## config.mk

```make
export PLATFORM = sky130hd
export DESIGN_NAME = packet_add
export DESIGN_NICKNAME = d
export VERILOG_FILES = /design/src/rtl/packet_add_pkg.sv /design/src/rtl/packet_add_acc_mem.sv /design/src/rtl/packet_add.sv
export SDC_FILE = /design/constraint.sdc
export NUM_CORES = 1
export LEC_CHECK = 0
export BUFFER_PORTS_ARGS = -buffer_cell sky130_fd_sc_hd__buf_2
export CAP_MARGIN = 10
export CORE_MARGIN = 8
export CORE_UTILIZATION = 35
export DETAILED_ROUTE_END_ITERATION = 8
export PLACE_DENSITY_LB_ADDON = 0.15
export SETUP_SLACK_MARGIN = 0.15
export SLEW_MARGIN = 20
export SYNTH_ARGS = -nofsm -noshare
export SYNTH_HDL_FRONTEND = slang
export SYNTH_SLANG_ARGS = --single-unit
```

## constraint.sdc

```tcl
create_clock -name clk -period 9.3 [get_ports clk]
set_clock_uncertainty 0.2 [all_clocks]
set_input_delay 0.93 -clock clk [delete_from_list [all_inputs] [get_ports clk]]
set_output_delay 0.93 -clock clk [all_outputs]
set_load 0.01 [all_outputs]
```

## src/rtl/packet_add_pkg.sv

```systemverilog
// packet_add_pkg: shared types and helpers for the packet_add block.
//   state_t    : control FSM states (ACC = accumulating input, OUT = emitting sums)
//   idx_width  : counter/address width for a given accumulator depth
//   clamp_len  : maps LEN=0 or LEN>depth to depth
//   clamp_k    : maps K=0 to 1
package packet_add_pkg;

   localparam int unsigned DEFAULT_DW = 8;
   localparam int unsigned DEFAULT_DD = 64;

   typedef enum logic {
      ACC = 1'b0,
      OUT = 1'b1
   } state_t;

   function automatic int unsigned idx_width(input int unsigned depth);
      return (depth > 1) ? $clog2(depth) : 1;
   endfunction

   function automatic int unsigned cfg_width(input int unsigned dw);
      return 2 * dw;
   endfunction

   function automatic int unsigned clamp_len(input int unsigned len, input int unsigned depth);
      return (len == 0 || len > depth) ? depth : len;
   endfunction

   function automatic int unsigned clamp_k(input int unsigned k);
      return (k == 0) ? 1 : k;
   endfunction

endpackage

```

## src/rtl/packet_add_acc_mem.sv

```systemverilog
// packet_add_acc_mem: DD x DW register-array accumulator buffer.
//   clk            : clock, write on rising edge
//   we/waddr/wdata : single write port
//   raddr_a/rdata_a: combinational read port (read-modify-write of input beats)
//   raddr_b/rdata_b: combinational read port (output packet)
// Contents are not reset; every location is written on packet 0 before use.
module packet_add_acc_mem #(
   parameter int unsigned DW = 8,
   parameter int unsigned DD = 64,
   parameter int unsigned IW = 6
) (
   input  logic          clk,
   input  logic          we,
   input  logic [IW-1:0] waddr,
   input  logic [DW-1:0] wdata,
   input  logic [IW-1:0] raddr_a,
   output logic [DW-1:0] rdata_a,
   input  logic [IW-1:0] raddr_b,
   output logic [DW-1:0] rdata_b
);

   logic [DW-1:0] mem [DD];

   always_ff @(posedge clk) begin
      if (we) mem[waddr] <= wdata;
   end

   assign rdata_a = mem[raddr_a];
   assign rdata_b = mem[raddr_b];

endmodule

```

## src/rtl/packet_add.sv

```systemverilog
// packet_add: AXI-Stream element-wise packet adder.
// Accumulates K input packets of LEN beats into a buffer, then emits one
// LEN-beat packet of the element-wise sums.
//   clk, rst (async, active-low)
//   s_tdata/s_tvalid/s_tlast/s_tready : input stream (s_tlast is not used for counting)
//   m_tdata/m_tvalid/m_tlast/m_tready : output stream
//   config_packet                     : {K, LEN}, latched on the first beat of a group
// Optional macro PACKET_ADD_SATURATE_EN: unsigned saturating accumulation
// instead of modular wrap.
module packet_add
   import packet_add_pkg::*;
#(
   parameter int unsigned DW = DEFAULT_DW,
   parameter int unsigned DD = DEFAULT_DD
) (
   input  logic            clk,
   input  logic            rst,
   input  logic [DW-1:0]   s_tdata,
   input  logic            s_tvalid,
   input  logic            s_tlast,
   output logic            s_tready,
   output logic [DW-1:0]   m_tdata,
   output logic            m_tvalid,
   output logic            m_tlast,
   input  logic            m_tready,
   input  logic [2*DW-1:0] config_packet
);

   localparam int unsigned IW = idx_width(DD);

   state_t        state_q, state_d;
   logic [IW-1:0] i_q, j_q, len_m1_q;
   logic [DW-1:0] p_q, k_m1_q;
   logic          ready_q;

   logic [IW-1:0] cfg_len_m1, len_m1;
   logic [DW-1:0] cfg_k_m1, k_m1;
   logic          first, s_fire, last_in, last_out;
   logic [DW-1:0] rdata_a, rdata_b, acc_sum, wdata;
   logic          unused_tlast;

   assign unused_tlast = s_tlast;

   assign cfg_len_m1 = IW'(clamp_len(32'(config_packet[DW-1:0]), DD) - 1);
   assign cfg_k_m1   = DW'(clamp_k(32'(config_packet[2*DW-1:DW])) - 1);

   // The first beat of a group uses the live config word; later beats use the latched copy.
   assign first  = (i_q == '0) && (p_q == '0);
   assign len_m1 = first ? cfg_len_m1 : len_m1_q;
   assign k_m1   = first ? cfg_k_m1   : k_m1_q;

   assign s_tready = ready_q;
   assign s_fire   = s_tvalid && ready_q;
   assign last_in  = s_fire && (i_q == len_m1) && (p_q == k_m1);
   assign last_out = (state_q == OUT) && m_tready && (j_q == len_m1_q);

`ifdef PACKET_ADD_SATURATE_EN
   logic [DW:0] sum_wide;
   assign sum_wide = {1'b0, rdata_a} + {1'b0, s_tdata};
   assign acc_sum  = sum_wide[DW] ? '1 : sum_wide[DW-1:0];
`else
   assign acc_sum = rdata_a + s_tdata;
`endif

   assign wdata = (p_q == '0) ? s_tdata : acc_sum;

   packet_add_acc_mem #(
      .DW (DW),
      .DD (DD),
      .IW (IW)
   ) u_mem (
      .clk     (clk),
      .we      (s_fire),
      .waddr   (i_q),
      .wdata   (wdata),
      .raddr_a (i_q),
      .rdata_a (rdata_a),
      .raddr_b (j_q),
      .rdata_b (rdata_b)
   );

   // The final sum is written on the last input edge and read combinationally
   // in OUT, so LEN=1 sees the completed value without a bypass path.
   assign m_tdata = (state_q == OUT) ? rdata_b : '0;

   always_comb begin
      state_d  = state_q;
      m_tvalid = 1'b0;
      m_tlast  = 1'b0;
      unique case (state_q)
         ACC: if (last_in) state_d = OUT;
         OUT: begin
            m_tvalid = 1'b1;
            m_tlast  = (j_q == len_m1_q);
            if (last_out) state_d = ACC;
         end
         default: state_d = ACC;
      endcase
   end

   always_ff @(posedge clk or negedge rst) begin
      if (!rst) begin
         state_q  <= ACC;
         ready_q  <= 1'b0;
         i_q      <= '0;
         j_q      <= '0;
         p_q      <= '0;
         len_m1_q <= '0;
         k_m1_q   <= '0;
      end else begin
         state_q <= state_d;
         ready_q <= (state_d == ACC);
         if (s_fire) begin
            if (first) begin
               len_m1_q <= cfg_len_m1;
               k_m1_q   <= cfg_k_m1;
            end
            if (i_q == len_m1) begin
               i_q <= '0;
               p_q <= (p_q == k_m1) ? '0 : p_q + 1'b1;
            end else begin
               i_q <= i_q + 1'b1;
            end
         end
         if ((state_q == OUT) && m_tready) begin
            j_q <= last_out ? '0 : j_q + 1'b1;
         end
      end
   end

endmodule

```

Yosys cells after proc, flatten, opt, wreduce, memory -nomap -nowiden
Memories as Yosys holds them, arrays and structs flattened.
Cells that the tools add are included.

storage, ports and cells
  logic and storage cells = 48
  memories kept = 1
  bits of input ports = 29
  memory bits (writable) = 512
  register bits = 36

memory list
  memory     depth  width  read ports  clocked after Yosys merged registers in  wr ports  RTL line                  RTL
  u_mem.mem  64     8      2           0                                        1         packet_add_acc_mem.sv:22  logic [DW-1:0] mem [DD];

operators by class
  equal/unequal tests = 3
  reduce and logical (&&, ||, !) cells = 12
  add/subtract/negate cells = 6
  $lt $le $gt $ge = 1
  bitwise gates (word level) = 2
  mux-type cells = 16

operators by type and width
  kind                 count
  $mux 8               5
  $logic_not 8->1      3
  $mux 6               4
  $add 6x1->6 const B  2
  $eq 6x6->1           2
  $add 8x1->8 const B  1
  $add 8x8->8          1
  $eq 8x8->1           1
  $gt 8x7->1 const B   1
  $sub 8x1->8 const B  1
  $logic_and 1x1->1    6
  $logic_not 6->1      1
  $mux 1               6
  $sub 6x1->6 const B  1
  $not 1->1            2
  $pmux 1 s2           1
  $reduce_and 2->1     1
  $logic_or 1x1->1     1

Longest topological paths before layout
Gate-level depths: netlist of the first run.

  depth in word-level cells = 11
  mapped depth = 20

By module
Synthesis of the first run repeated with hierarchy kept, for this count alone.

unflattened totals
  cell total of the unflattened synthesis = 1526
  area total of the unflattened synthesis = 26832.0 um2

modules (own cells, without submodules)
  module              cells an instance  times used  area an instance (um2)
  packet_add_acc_mem  1195               1           23954.2
  packet_add          331                1           2877.8

Worst setup path before layout of the first run
OpenSTA, ideal clock, no wires.

  path kind = register to register
  start point = register i_q[2]
  end point = memory u_mem.mem[0][7], data pin
  required time = 8.565 ns
  arrival = 5.207 ns
  setup slack = 3.359 ns
  cell stages (with the launch flop) = 18
  clock period less this slack = 5.941 ns
  path buffers = 3
  cell sequence = dfrtp_1 clkbuf_1 and3b_1 clkbuf_1 buf_2 a221oi_1 a31oi_1 or2_2 nor4_1 inv_1 ha_1 a21o_1 a21oi_1 o21ai_0 o41ai_1 nand2_1 mux2i_1 xor2_1

on the way
  longest elaborated chain between the ends = 3

RTL lines
  what                      RTL line                  RTL
  from (decl)               packet_add.sv:32          logic [IW-1:0] i_q, j_q, len_m1_q;
  from (signal assigned)    packet_add.sv:122         i_q <= i_q + 1'b1;
  $mem_v2 64x8              --
  $add 8x8->8               packet_add.sv:62          assign acc_sum = rdata_a + s_tdata;
  $mux 8                    packet_add.sv:65          assign wdata = (p_q == '0) ? s_tdata : acc_sum;
  named net u_mem.wdata[7]  packet_add_acc_mem.sv:15  input logic [DW-1:0] wdata,
  to (decl)                 packet_add_acc_mem.sv:22

The timed path passes the listed nets, and every way through them passes these cells.

Final worst setup path of the first run
  start point = register i_q[2]
  end point = memory u_mem.mem[32][7], data pin

The elaborated chain is that of the path after synthesis.

==> flow_metrics.env, run 1 <==
export IMPL_critical_path_top_cell_by_count="sky130_fd_sc_hd__buf_4"
export IMPL_wirelength_um=86340
export IMPL_p_int_mw=7.290
export IMPL_cell_area_after_placement_sq_um=26850
export IMPL_worst_setup_path_type="reg -> reg"
export IMPL_post_synth_cell_area_avg_sq_um=16.34
export IMPL_relSlewSlack_pct=20.07
export IMPL_place_hpwl_um=52670
export IMPL_wl_per_cell_um=33.36
export IMPL_clkPwrFrac_pct=19.1
export IMPL_chipWidth_um=286.0
export IMPL_hold_violations=0
export IMPL_avgViaCountPerCell=6.289
export IMPL_synth_lib_cells_used_distinct=70
export IMPL_arrival_ns=7.19
export IMPL_layout_min_cycle_time_ns=6.972
export IMPL_final_antenna_net_count=0
export IMPL_dp_cells=2476
export IMPL_clkLatencyLatePin_ns=0.64
export IMPL_netlist_area_sq_um=25510
export IMPL_ys_flop_type="sky130_fd_sc_hd__edfxtp_1"
export IMPL_setup_violators_final=0
export IMPL_cts_buffers=60
export IMPL_worst_ep_required_time_ns=9.52
export IMPL_grt_first_pass_wirelength_um=122700
export IMPL_initial_utilization_pct=35.14
export IMPL_worst_setup_hold_path_clk_slew_ns=0.06
export IMPL_async_flop_share_pct=6.569
export IMPL_most_common_cell_after_layout_fill_and_taps_aside="sky130_fd_sc_hd__edfxtp_1"
export IMPL_floorplan_die_area_sq_um=81780
export IMPL_postCtsSetupRepairBufs=0
export IMPL_path_buf_inv=4
export IMPL_ys_seq_elements=548
export IMPL_drtIter0Drc=2044
export IMPL_clock_sinks=548
export IMPL_cts_resized_gates=0
export IMPL_synth_seq_area_share_pct=63.80
export IMPL_fin_hold_ws_ns=0.2138
export IMPL_synth_edff_count=512
export IMPL_synth_top_area_share_pct=60.27
export IMPL_layout_cells_most_common_list="sky130_fd_sc_hd__edfxtp_1, sky130_fd_sc_hd__a22oi_1, sky130_fd_sc_hd__mux4_2"
export IMPL_timing_rr_end="u_mem.mem[32][7]$_DFFE_PP_"
export IMPL_synthToLayoutAreaGrowth_pct=12.52
export IMPL_pin_count=40
export IMPL_tightestPinTransition_ns=1.188
export IMPL_timing_fmax_mhz=143.4
export IMPL_synthDominantAreaCellType="sky130_fd_sc_hd__edfxtp_1"
export IMPL_drcViolationCount=0
export IMPL_cts_max_level=2
export IMPL_grt_setup_unrepaired="false"
export IMPL_area_contributors_post_synth="sky130_fd_sc_hd__edfxtp_1, sky130_fd_sc_hd__mux4_2, sky130_fd_sc_hd__a22oi_1"
export IMPL_place_congestion=0.8545
export IMPL_clock_path_buffers=3
export IMPL_via_count_of_the_first_global_routing_pass=16250
export IMPL_power_density_nw_per_um2=415.8
export IMPL_rows=99
export IMPL_static_leakage_power_nw=8.792
export IMPL_nets=1623
export IMPL_timing_setup_tns_ns=0
export IMPL_rr_worst_depth=17
export IMPL_port_buffer_count=38
export IMPL_post_synth_inst_count=1561
export IMPL_power_switching_share_pct=38.92
export IMPL_crit_slowest_cell="sky130_fd_sc_hd__xor2_4"
export IMPL_part_of_the_total_power_dissipated_in_sequential_elements_pct=40.0
export IMPL_regToRegStartpoint="i_q[2]$_DFFE_PN0P_"
export IMPL_number_of_standard_cells_in_the_layout_taps_in_and_fillers_out=2588
export IMPL_drt_pass1_iterations=5
export IMPL_largest_net_degree_at_the_start_of_global_routing=78
export IMPL_worst_ir_drop_vdd_mv=0.5100
export IMPL_timing_critical_path_cells="buf_4 -> and3b_2 -> buf_12 -> a221oi_1 -> a31oi_1 -> or2_2 -> nor4_1 -> inv_1 -> ha_1 -> a21o_1 -> a21oi_1 -> o21ai_0 -> o41ai_1 -> nand2_1 -> mux2i_1 -> xor2_4 -> buf_4"
export IMPL_worst_path_max_fanout=49
export IMPL_total_net_switching_power_mw=4.645
export IMPL_num_vias=16280
export IMPL_grtUsageTotal_pct=20.60
export IMPL_yosysWarnings=0
export IMPL_setup_reg_to_reg_worst_slack_ns=2.33
export IMPL_clock_root_buffer="sky130_fd_sc_hd__clkbuf_16"
export IMPL_pwr_share_comb_pct=40.9
export IMPL_crit_path_max_incr_delay_ns=0.79
export IMPL_antenna_found_initial=2
export IMPL_maxCapViolations=0
export IMPL_cts_tree="yes"
export IMPL_cts_hold_repair_buffers=0
export IMPL_largest_delay_share_family_worst_path="simple AND/OR/NAND/NOR gates"
export IMPL_grt_remaining_overflow=0
export IMPL_timing_final_crit_share_pct=74.97
export IMPL_design_core_area_sq_um=72590
export IMPL_worst_hold_path_type="in -> async"
export IMPL_drv_slew=0
export IMPL_layout_cell_share_with_drive_strength_beyond_1_pct=22.68
export IMPL_outcome="complete, no violations"
export IMPL_final_cell_area_sq_um=28710
export IMPL_startpoint_type="flip-flop"
export IMPL_die_ht_um=286.0
export IMPL_synth_fp_nets=1605
export IMPL_crit_path_end_kind="flip-flop"
area by class of cell:
| type | count | area (sq um) |
|---|---|---|
| inverters | 19 | 71.32 |
| clock inverters | 37 | 290.3 |
| flip-flops and latches | 548 | 16290 |
| fillers | 6652 | 43880 |
| diodes | 2 | 5.005 |
| well taps | 959 | 1200 |
| repair buffers | 78 | 578.1 |
| clock buffers | 73 | 1550 |
| multi-input cells | 872 | 8725 |
logic make-up (layout without fill, tap and decap cells):
group | count (synthesis) | count (layout) | synth area share [%]
mux | 178 | 178 | 15.26
buf+inv | 141 | 207 | 2.418
other cells | 0 | 2 | 0
fa+ha+maj | 15 | 15 | 0.7651
compound gates | 397 | 397 | 11.79
simple gates | 257 | 257 | 5.111
flops | 548 | 548 | 63.80
xor+xnor | 25 | 25 | 0.8583
worst max path at each step:
| stage | depth (start not counted) | slack [ns] | from | endpoint |
|---|---|---|---|---|
| floorplan | 17 | 3.36 | i_q[2]$_DFFE_PN0P_ | u_mem.mem[0][7]$_DFFE_PP_ |
| global placement | 17 | 2.55 | i_q[2]$_DFFE_PN0P_ | u_mem.mem[32][7]$_DFFE_PP_ |
| detailed placement | 17 | 2.50 | i_q[2]$_DFFE_PN0P_ | u_mem.mem[32][7]$_DFFE_PP_ |
| CTS | 17 | 2.47 | i_q[2]$_DFFE_PN0P_ | u_mem.mem[32][7]$_DFFE_PP_ |
| global route | 17 | 1.97 | i_q[2]$_DFFE_PN0P_ | u_mem.mem[32][7]$_DFFE_PP_ |
| finish | 17 | 2.33 | i_q[2]$_DFFE_PN0P_ | u_mem.mem[32][7]$_DFFE_PP_ |
metal layers:
layer	wire (um)	up-vias	global-route usage, %
li1	-	6659	-
met1	35880	8623	28.03
met2	40400	819	33.07
met3	6774	174	3.427
met4	3294	0	7.723
met5	0	-	0
sequential cells by signal, summed over array words and instances, names as in the netlist:
register   cells
u_mem.mem    512
k_m1_q         8
p_q            8
i_q            6
j_q            6
len_m1_q       6
s_tready       1
state_q        1
stage by stage:
stage | total power [mW] | worst slack (ns) | util, %
2_1_floorplan | 7.544 | 3.359 | -
3_3_place_gp | 9.635 | 2.553 | 36.98
3_5_place_dp | 9.712 | 2.504 | 36.99
4_1_cts | 11.98 | 2.467 | 39.52
5_1_grt | 12.37 | 1.969 | 39.54
6_report | 11.93 | 2.328 | 39.55
power groups by stage:
stage | combinational, mW | sequential, mW | clock, mW
after floorplan | 2.75 | 4.79 | 0
after global placement | 4.82 | 4.82 | 0
after detailed placement | 4.88 | 4.83 | 0
after CTS | 4.89 | 4.78 | 2.32
after global routing | 5.16 | 4.80 | 2.41
final | 4.88 | 4.77 | 2.28
synthesized netlist by cell type, types with 11 or more instances:
cell / number
sky130_fd_sc_hd__nand2_1: 51
sky130_fd_sc_hd__a31oi_1: 39
sky130_fd_sc_hd__xor2_1: 15
sky130_fd_sc_hd__a22o_1: 39
sky130_fd_sc_hd__dfrtp_1: 36
sky130_fd_sc_hd__o21ai_0: 21
sky130_fd_sc_hd__and2_1: 14
sky130_fd_sc_hd__edfxtp_1: 512
sky130_fd_sc_hd__buf_1: 16
sky130_fd_sc_hd__buf_2: 25
sky130_fd_sc_hd__clkbuf_1: 71
sky130_fd_sc_hd__mux4_2: 168
sky130_fd_sc_hd__a221oi_1: 39
sky130_fd_sc_hd__nor4_1: 14
sky130_fd_sc_hd__nand3_1: 11
sky130_fd_sc_hd__ha_1: 14
sky130_fd_sc_hd__nor2_1: 98
sky130_fd_sc_hd__a41oi_1: 18
sky130_fd_sc_hd__inv_1: 18
sky130_fd_sc_hd__a22oi_1: 174
Note: power is estimated with default switching activity, not from simulation.
==> inputs of run 2 (changes only) <==
==> constraint.sdc (replaced) <==
create_clock -name clk -period 5.9 [get_ports clk]
set_clock_uncertainty 0.2 [all_clocks]
set_input_delay 0.59 -clock clk [delete_from_list [all_inputs] [get_ports clk]]
set_output_delay 0.59 -clock clk [all_outputs]
set_load 0.01 [all_outputs]
==> run 2 against run 1 <==
Against the previous run: clock power increased by 72%; first-iteration DRC count increased by 1.4%; maximum frequency increased by 30%; via count increased by 1.4%; setup slack got worse by 1.8 ns; critical endpoint is now u_mem.mem[8][7]$_DFFE_PP_.
==> flow_metrics.env, run 2 (same netlist as run 1, synthesis figures left out) <==
export IMPL_largest_net_degree_at_the_start_of_global_routing=128
export IMPL_largest_registers="u_mem.mem (512), k_m1_q (8), p_q (8)"
export IMPL_timing_final_crit_share_pct=90.96
export IMPL_die_ht_um=286.0
export IMPL_wl_per_cell_um=33.37
export IMPL_cts_tree="yes"
export IMPL_drcViolationCount=0
export IMPL_timing_critical_path_cells="and3b_2 -> buf_4 -> a22oi_1 -> a41oi_1 -> buf_4 -> nor4_1 -> buf_4 -> nand2_1 -> ha_1 -> a21oi_1 -> o21ai_0 -> o41ai_1 -> nand2_1 -> mux2i_1 -> buf_4 -> xor2_4 -> buf_12"
export IMPL_grt_setup_unrepaired="false"
export IMPL_total_net_switching_power_mw=7.478
export IMPL_timing_final_ws_setup_ns=0.5335
export IMPL_pin_count=40
export IMPL_dpl_worst_slack_ns=0.5694
export IMPL_worst_setup_path_type="reg -> reg"
export IMPL_most_common_cell_after_layout_fill_and_taps_aside="sky130_fd_sc_hd__edfxtp_1"
export IMPL_chipWidth_um=286.0
export IMPL_outcome="complete, no violations"
export IMPL_worst_setup_hold_path_clk_slew_ns=0.06
export IMPL_regToRegStartpoint="i_q[1]$_DFFE_PN0P_"
export IMPL_flip_flop_count_of_the_largest_register_all_copies_and_words_added=512
export IMPL_drv_slew=0
export IMPL_startpoint_type="flip-flop"
export IMPL_pwr_share_comb_pct=42.2
export IMPL_largest_delay_share_family_worst_path="compound AO/OA/AOI/OAI gates"
export IMPL_layout_cells_most_common_list="sky130_fd_sc_hd__edfxtp_1, sky130_fd_sc_hd__a22oi_1, sky130_fd_sc_hd__mux4_2"
export IMPL_final_antenna_net_count=0
export IMPL_dp_cells=2520
export IMPL_cts_buffers=60
export IMPL_final_cell_area_sq_um=29460
export IMPL_clkLatencyLatePin_ns=0.65
export IMPL_clock_path_buffers=3
export IMPL_part_of_the_total_power_dissipated_in_sequential_elements_pct=38.0
export IMPL_power_switching_share_pct=37.75
export IMPL_clock_root_buffer="sky130_fd_sc_hd__clkbuf_16"
export IMPL_worst_ir_drop_vdd_mv=0.8018
export IMPL_path_buf_inv=5
export IMPL_p_int_mw=12.33
export IMPL_worst_hold_path_type="in -> reg"
export IMPL_layout_cell_share_with_drive_strength_beyond_1_pct=25.19
export IMPL_nets=1669
export IMPL_wirelength_um=87780
export IMPL_clock_sinks=548
export IMPL_max_flop_register="u_mem.mem"
export IMPL_crit_path_max_incr_delay_ns=0.83
export IMPL_hold_violations=0
export IMPL_drt_pass1_iterations=8
export IMPL_hold_path_startpoint="config_packet[6]"
export IMPL_timing_critical_path_from="i_q[1]$_DFFE_PN0P_"
export IMPL_antennaDiodeCount=0
export IMPL_maxCapViolations=0
export IMPL_initial_utilization_pct=35.14
export IMPL_relSlewSlack_pct=20.18
export IMPL_crit_path_end_kind="flip-flop"
export IMPL_utilization_pct=40.59
export IMPL_cts_max_level=2
export IMPL_antenna_found_initial=1
export IMPL_cell_area_after_placement_sq_um=27390
export IMPL_num_vias=16510
export IMPL_floorplan_die_area_sq_um=81780
export IMPL_port_buffer_count=38
export IMPL_place_hpwl_um=55420
export IMPL_worst_ep_required_time_ns=6.17
export IMPL_worst_path_max_fanout=32
export IMPL_number_of_standard_cells_in_the_layout_taps_in_and_fillers_out=2630
export IMPL_grt_first_pass_wirelength_um=124400
export IMPL_fin_hold_ws_ns=0.1528
export IMPL_place_congestion=0.8766
export IMPL_power_density_nw_per_um2=672.3
export IMPL_setup_violators_final=0
export IMPL_clkPwrFrac_pct=19.9
export IMPL_crit_slowest_cell="sky130_fd_sc_hd__and3b_2"
export IMPL_drtIter0Drc=2073
export IMPL_design_core_area_sq_um=72590
export IMPL_grtUsageTotal_pct=20.93
export IMPL_timing_setup_tns_ns=0
export IMPL_final_fill_count=6618
export IMPL_via_count_of_the_first_global_routing_pass=16340
export IMPL_timing_fmax_mhz=186.3
export IMPL_grt_remaining_overflow=0
export IMPL_rows=99
export IMPL_tightestPinTransition_ns=1.193
export IMPL_avgViaCountPerCell=6.276
export IMPL_arrival_ns=5.63
export IMPL_p_total_mw=19.81
export IMPL_critical_path_top_cell_by_count="sky130_fd_sc_hd__buf_4"
export IMPL_layout_min_cycle_time_ns=5.367
export IMPL_synthToLayoutAreaGrowth_pct=15.49
export IMPL_static_leakage_power_nw=9.166
run 2: final timing paths:
check / end / slack, ns / cells after the start
worst max-delay path: u_mem.mem[8][7]$_DFFE_PP_ / 0.53 / 17
worst min-delay path: len_m1_q[0]$_DFFE_PN0P_ / 0.15 / 3
worst max register to register: u_mem.mem[8][7]$_DFFE_PP_ / 0.53 / 17
worst min register to register: k_m1_q[7]$_DFFE_PN0P_ / 0.31 / 2
max in group asynchronous: j_q[1]$_DFFE_PN0P_ / 4.46 / 2
min in group asynchronous: j_q[0]$_DFFE_PN0P_ / 0.41 / 2
run 2: final cells by class:
class | count | area, sq um | area share (%)
flip-flops and latches | 548 | 16290 | 55.28
multi-input cells | 872 | 8742 | 29.67
clock buffers | 73 | 1550 | 5.262
well taps | 959 | 1200 | 4.073
repair buffers | 124 | 1129 | 3.831
clock inverters | 35 | 483.0 | 1.639
inverters | 19 | 71.32 | 0.2421
run 2: tightest hold or removal path, stage by stage:
cell and delay [ns]:
sky130_fd_sc_hd__buf_2 0.11, sky130_fd_sc_hd__nor3b_1 0.09, sky130_fd_sc_hd__o21ai_0 0.15
run 2: power by group through the flow:
stage / combinational (mW) / sequential, mW / clock, mW
2_1_floorplan: 4.25 / 7.31 / 0
3_3_place_gp: 8.29 / 7.59 / 0
3_5_place_dp: 8.40 / 7.59 / 0
4_1_cts: 8.39 / 7.51 / 4.00
5_1_grt: 8.84 / 7.55 / 4.15
6_report: 8.35 / 7.52 / 3.93
run 2: repair_timing:
action                     4_1_cts  5_1_grt
resized for setup                0        2
setup endpoints to repair        0       64
hold endpoints to repair        37        0
hold buffers                     2        0
buffers inserted                 0        0
run 2: metal layers:
layer / vias up / wire length, um / GRT usage [%]
met5: - / 0 / 0
met4: 0 / 2809 / 6.548
met3: 139 / 7640 / 4.173
met2: 895 / 40750 / 32.70
met1: 8718 / 36580 / 29.36
li1: 6753 / - / -
